--- src/rtl/ddr_reset_seq_if.sv ---
// Status and control bundle between the DDR bring-up sequencer and the SoC / DDR subsystem.
interface ddr_reset_seq_if;
   logic       pll_lock;
   logic       ddr_init_done;
   logic       ddr_rst_n;
   logic       ddr_ready;
   logic       init_fail;
   logic [1:0] retry_cnt;
   logic       heart_beat_led;

   modport master (
      input  pll_lock,
      input  ddr_init_done,
      output ddr_rst_n,
      output ddr_ready,
      output init_fail,
      output retry_cnt,
      output heart_beat_led
   );

   modport slave (
      output pll_lock,
      output ddr_init_done,
      input  ddr_rst_n,
      input  ddr_ready,
      input  init_fail,
      input  retry_cnt,
      input  heart_beat_led
   );
endinterface

--- src/rtl/ddr_reset_seq.sv ---
// DDR reset/bring-up sequencer: holds the DDR controller in reset, waits for PLL lock and
// calibration under a timeout, retries a bounded number of times and drives a heartbeat LED.
module ddr_reset_seq #(
   parameter int RST_HOLD_CYC     = 50000,
   parameter int INIT_TIMEOUT_CYC = 25000000,
   parameter int HB_HALF_CYC      = 50000000,
   parameter int MAX_RETRY        = 3
) (
   input logic             clk,
   input logic             rst,
   ddr_reset_seq_if.master bus
);
   localparam int CNT_MAX = (RST_HOLD_CYC > INIT_TIMEOUT_CYC) ? RST_HOLD_CYC : INIT_TIMEOUT_CYC;
   localparam int CW      = $clog2(CNT_MAX);
   localparam int HW      = $clog2(HB_HALF_CYC);

   localparam logic [CW-1:0] HOLD_LAST = CW'(RST_HOLD_CYC - 1);
   localparam logic [CW-1:0] WAIT_LAST = CW'(INIT_TIMEOUT_CYC - 1);
   localparam logic [HW-1:0] HB_LAST   = HW'(HB_HALF_CYC - 1);
   localparam logic [HW-1:0] FAST_LAST = HW'(HB_HALF_CYC / 8 - 1);
   localparam logic [1:0]    RETRY_LIM = 2'(MAX_RETRY);

   typedef enum logic [1:0] {ST_HOLD, ST_WAIT, ST_READY, ST_FAIL} state_t;

   state_t        state, state_nxt;
   logic [CW-1:0] cnt, cnt_nxt;
   logic [HW-1:0] hb, hb_nxt, hb_last;
   logic [1:0]    retry_cnt, retry_nxt;
   logic          led, led_nxt;
   logic          rst_n_q, rst_n_nxt;
   logic          ready_q, ready_nxt;
   logic          fail_q, fail_nxt;
   logic          pl_m, pl_s, id_m, id_s;

   // Two-flop synchronisers for the asynchronous lock and calibration-done inputs.
   always_ff @(posedge clk) begin
      if (rst) begin
         pl_m <= 1'b0;
         pl_s <= 1'b0;
         id_m <= 1'b0;
         id_s <= 1'b0;
      end else begin
         pl_m <= bus.pll_lock;
         pl_s <= pl_m;
         id_m <= bus.ddr_init_done;
         id_s <= id_m;
      end
   end

   // State register together with the counters and the registered outputs.
   always_ff @(posedge clk) begin
      if (rst) begin
         state     <= ST_HOLD;
         cnt       <= '0;
         hb        <= '0;
         retry_cnt <= '0;
         led       <= 1'b1;
         rst_n_q   <= 1'b0;
         ready_q   <= 1'b0;
         fail_q    <= 1'b0;
      end else begin
         state     <= state_nxt;
         cnt       <= cnt_nxt;
         hb        <= hb_nxt;
         retry_cnt <= retry_nxt;
         led       <= led_nxt;
         rst_n_q   <= rst_n_nxt;
         ready_q   <= ready_nxt;
         fail_q    <= fail_nxt;
      end
   end

   // Next-state decode; calibration done takes priority over a simultaneous timeout.
   always_comb begin
      state_nxt = state;
      case (state)
         ST_HOLD: begin
            if (cnt == HOLD_LAST) state_nxt = ST_WAIT;
         end
         ST_WAIT: begin
            if (pl_s && id_s)           state_nxt = ST_READY;
            else if (cnt == WAIT_LAST)  state_nxt = (retry_cnt < RETRY_LIM) ? ST_HOLD : ST_FAIL;
         end
         ST_READY: begin
            if (!(pl_s && id_s)) state_nxt = ST_HOLD;
         end
         ST_FAIL: begin
            state_nxt = ST_FAIL;
         end
         default: state_nxt = ST_HOLD;
      endcase
   end

   // Counter, retry, heartbeat and output values to be registered alongside the next state.
   always_comb begin
      cnt_nxt   = '0;
      hb_nxt    = '0;
      hb_last   = HB_LAST;
      led_nxt   = 1'b1;
      retry_nxt = retry_cnt;

      // Phase counter runs within HOLD/WAIT and restarts on every state change.
      if (state_nxt == state && state != ST_FAIL) cnt_nxt = cnt + 1'b1;

      if (state == ST_WAIT && state_nxt == ST_HOLD)  retry_nxt = retry_cnt + 1'b1;
      if (state == ST_READY && state_nxt == ST_HOLD) retry_nxt = '0;

      // LED blinks only in READY (slow) and FAIL (fast); it enters either state unchanged.
      if (state_nxt == ST_READY || state_nxt == ST_FAIL) begin
         led_nxt = led;
         if (state_nxt == state) begin
            hb_last = (state == ST_READY) ? HB_LAST : FAST_LAST;
            if (hb == hb_last) begin
               hb_nxt  = '0;
               led_nxt = ~led;
            end else begin
               hb_nxt = hb + 1'b1;
            end
         end
      end

      rst_n_nxt = (state_nxt == ST_WAIT) || (state_nxt == ST_READY);
      ready_nxt = (state_nxt == ST_READY);
      fail_nxt  = (state_nxt == ST_FAIL);
   end

   assign bus.ddr_rst_n      = rst_n_q;
   assign bus.ddr_ready      = ready_q;
   assign bus.init_fail      = fail_q;
   assign bus.retry_cnt      = retry_cnt;
   assign bus.heart_beat_led = led;
endmodule

--- src/flat_wrapper.sv ---
// flat-port wrapper written by rule: the top's interface ports become plain ports
module ddr_reset_seq_flat 
#(
   parameter int RST_HOLD_CYC     = 50000,
   parameter int INIT_TIMEOUT_CYC = 25000000,
   parameter int HB_HALF_CYC      = 50000000,
   parameter int MAX_RETRY        = 3
)
  (clk, rst, bus_pll_lock, bus_ddr_init_done, bus_ddr_rst_n, bus_ddr_ready, bus_init_fail, bus_retry_cnt, bus_heart_beat_led);
  ddr_reset_seq_if bus_i ();
  input logic clk;
  input logic rst;
  input wire logic [$bits(bus_i.pll_lock)-1:0] bus_pll_lock;
  input wire logic [$bits(bus_i.ddr_init_done)-1:0] bus_ddr_init_done;
  output wire logic [$bits(bus_i.ddr_rst_n)-1:0] bus_ddr_rst_n;
  output wire logic [$bits(bus_i.ddr_ready)-1:0] bus_ddr_ready;
  output wire logic [$bits(bus_i.init_fail)-1:0] bus_init_fail;
  output wire logic [$bits(bus_i.retry_cnt)-1:0] bus_retry_cnt;
  output wire logic [$bits(bus_i.heart_beat_led)-1:0] bus_heart_beat_led;
  assign bus_i.pll_lock = bus_pll_lock;
  assign bus_i.ddr_init_done = bus_ddr_init_done;
  assign bus_ddr_rst_n = bus_i.ddr_rst_n;
  assign bus_ddr_ready = bus_i.ddr_ready;
  assign bus_init_fail = bus_i.init_fail;
  assign bus_retry_cnt = bus_i.retry_cnt;
  assign bus_heart_beat_led = bus_i.heart_beat_led;
  ddr_reset_seq #(.RST_HOLD_CYC(RST_HOLD_CYC), .INIT_TIMEOUT_CYC(INIT_TIMEOUT_CYC), .HB_HALF_CYC(HB_HALF_CYC), .MAX_RETRY(MAX_RETRY)) u_core (.clk(clk), .rst(rst), .bus(bus_i));
endmodule
--- config.mk ---
export PLATFORM = sky130hd
export DESIGN_NAME = ddr_reset_seq_flat
export DESIGN_NICKNAME = d
export VERILOG_FILES = /design/src/rtl/ddr_reset_seq_if.sv /design/src/rtl/ddr_reset_seq.sv /design/src/flat_wrapper.sv
export SDC_FILE = /design/constraint.sdc
export NUM_CORES = 1
export LEC_CHECK = 0
export ABC_AREA = 1
export BUFFER_PORTS_ARGS = -buffer_cell sky130_fd_sc_hd__clkbuf_2
export CORE_ASPECT_RATIO = 1.4
export CORE_UTILIZATION = 32
export DETAILED_ROUTE_END_ITERATION = 12
export GPL_TIMING_DRIVEN = 0
export HOLD_SLACK_MARGIN = 0.12
export SETUP_SLACK_MARGIN = 0.15
export SKIP_CTS_REPAIR_TIMING = 1
export SYNTH_ARGS = -nofsm -noshare
export SYNTH_HDL_FRONTEND = slang
export SYNTH_SLANG_ARGS = --single-unit
export TNS_END_PERCENT = 30
--- constraint.sdc ---
create_clock -name clk -period 2.4 [get_ports clk]
set_input_delay 0.36 -clock clk [delete_from_list [all_inputs] [get_ports clk]]
set_output_delay 0.36 -clock clk [all_outputs]
set_load 0.02 [all_outputs]
==> out/qor.csv <==
metric,value,unit
synth_cell_type_count,33,
numClockSinks,63,
hold_path_class,input port to flip-flop,
grt_pass1_vias,2975,
path_cells,"ha_4, nand3_4, inv_4, nand2_2, nor2_2, nand3_1, nand2_2, nand2_2, nor2_4, ha_2, inv_2, nor2_4, nor2_4, nor2_4, nand3_4, clkbuf_16, a21oi_2",
start_kind,flip-flop,
synthesis.area,3520,um2
worstMarginPinSlew,0.587,ns
synth_top_family_by_area,simple AND/OR/NAND/NOR gates,
drv_slew,0,
drt-total-wl,8.08,mm
ys_seq_area_share,35.8,%
crit_arrival,2.61,ns
slew_headroom,60.5,%
crit_path_max_fanout,6,
clk_latency,0.33,ns
finalCritPeriodShare,97.8,%
final_common_cell,nand2_1,
start_util,32.8,%
cts_htree_levels,3,
worst_path_max_delay_cell,dfxtp_4,
synth_fp_nets,519,
ir_worst_vdd,0.341,mV
antenna_cells,0,
dr.pass1.iters,4,
holdWs,0.218,ns
hpwl,5.87,mm
drc,0,
clk_pin_slew,0.06,ns
dieArea,11400,um2
syn2layout_area_growth,24.7,%
yosys.area_share.adder,2.13,%
criticalPathCategory,flip-flop to flip-flop,
routedWlPerCell,11.8,um
final_cell_mix,"nand2_1 (99), inv_1 (82), nor2_1 (70), dfxtp_1 (52), nor2_2 (34)",
synth-seq-cells,63,
power_density,569,nW/um2
nNetsFinal,551,
antenna_left,0,
period_needed,2.35,ns
globalplace.congestion,0.925,
critPathCaptureType,flip-flop,
r2r-end,u_core.hb[19],
grt_max_degree,12,
min_to,u_core.pl_m,
portBuffers,8,
tns,0,ns
crit_top_cell,nor2_4,
crit_required,2.66,ns
r2r-start,u_core.cnt[1],
antenna_found_initial,0,
coreArea,10800,um2
root_buffer,clkbuf_16,
ios,10,
cts_made_buffers,9,
drv_cap,0,
overflow,0,
cpPeakStageDelay,0.36,ns
synth.area.mux_share,0,%
tritoncts,yes,
grt_use_total,14.1,%
vias,3170,
min_from,bus_pll_lock,
synth_xor_area_share,7.21,%
cellLeakagePower,1.57,nW
fmax,426,MHz
r2r_cells,17,
grt_pass1_wl,13.0,mm
finClkSkew,0.00589,ns
synth_compound_area_share,3.91,%
hold_depth,3,
syn_avg_cell_area,6.92,um2
synth_cells,509,
finalHoldViolCount,0,
yosys_warnings,0,
status,finished clean,
rsz0062_at_grt,yes,
finalSetupViolCount,0,
vias_per_cell,4.61,
rows,45,
die_h,126,um
die_x,90.7,um
cts_buffer_depth,2,
drtIter0Drc,146,
regToRegSetupSlack,0.05,ns
layout-drive-gt1-share,25.1,%
synthSimpleGateAreaFrac,39.8,%
-- worst max-delay path by stage --
stage	to	from	depth (start not counted)	slack, ns
3_5_place_dp	u_core.hb[12]	u_core.cnt[0]	18	-0.28
5_1_grt	u_core.hb[18]	u_core.cnt[0]	17	-0.11
2_1_floorplan	u_core.hb[12]	u_core.cnt[0]	18	0.17
6_report	u_core.hb[19]	u_core.cnt[1]	17	0.05
3_3_place_gp	u_core.hb[12]	u_core.cnt[0]	17	-0.22
4_1_cts	u_core.hb[8]	u_core.cnt[0]	18	-0.30
-- cell families (layout without fill, tap and decap cells) --
| group | count (synthesis) | count (layout) |
|---|---|---|
| compound gates | 18 | 18 |
| xor+xnor | 29 | 29 |
| fa+ha+maj | 6 | 6 |
| buf+inv | 96 | 133 |
| flops | 63 | 63 |
| simple gates | 297 | 297 |
-- synthesized netlist by cell type, drive strengths merged --
master,number,area share (%)
o21ai,4,0.57
nor3,23,3.7
dfxtp,63,36
inv,89,9.5
a21oi,12,2.8
clkbuf,1,0.11
buf,5,1.4
nand4,19,3.8
nand3,25,4.3
nor2,110,14
clkinv,1,0.14
xnor2,6,1.5
nor4,9,1.6
nand3b,1,0.21
o211ai,1,0.36
or3,1,0.18
or2,2,0.36
o21a,1,0.21
nand2,106,12
nor4b,1,0.25
xor2,23,5.7
ha,6,2.1
-- state kept, by name (all words and copies together), names as in the netlist --
register                   flops
u_core.id_m                    1
u_core.bus.ddr_ready           1
u_core.bus.heart_beat_led      1
u_core.hb                     26
u_core.state                   2
u_core.bus.retry_cnt           2
u_core.pl_m                    1
u_core.cnt                    25
u_core.id_s                    1
u_core.bus.init_fail           1
u_core.pl_s                    1
u_core.bus.ddr_rst_n           1
-- per-stage QoR --
step / cells / utilization (%) / area, um2 / worst slack, ns / power [mW]
finish: 687 / 40.8 / 4390 / 0.0525 / 2.50
global route: 687 / 40.8 / 4390 / -0.105 / 2.58
CTS: 674 / 37.8 / 4060 / -0.298 / 2.52
global placement: 658 / 34.8 / 3740 / -0.223 / 1.12
floorplan: 509 / - / 3520 / 0.166 / 1.11
detailed placement: 658 / 34.8 / 3740 / -0.285 / 1.12
-- metal layers --
metal | global-route usage [%] | part of all wire (%)
met1 | 14.7 | 42
met2 | 26.2 | 52
met3 | 2.84 | 2.8
met4 | 7.59 | 3.3
met5 | 0 | 0
-- report_power, final --
part	switching (mW)	internal, mW
sequential	0.00669	1.05
combinational	0.0236	0.0170
clock	0.462	0.936
-- cell type report --
class                   count  area, um2
plain buffers               6       66.3
clock inverters             5       81.3
inverters                  90        340
well taps                 141        176
multi-input cells         350       2010
clock buffers              11        243
fillers                  1090       6360
flip-flops and latches     63       1280
repair buffers             21        189
-- critical path: cells and delay by family, from the launching register on --
kind                       cells  cell delay, ns
buffers and inverters          3            0.37
and+or+nand+nor               11            1.12
adders and majority gates      2            0.34
DFF                            1            0.36
AOI/OAI and AO/OA              1            0.10
Power figures use the tool's default switching activity.
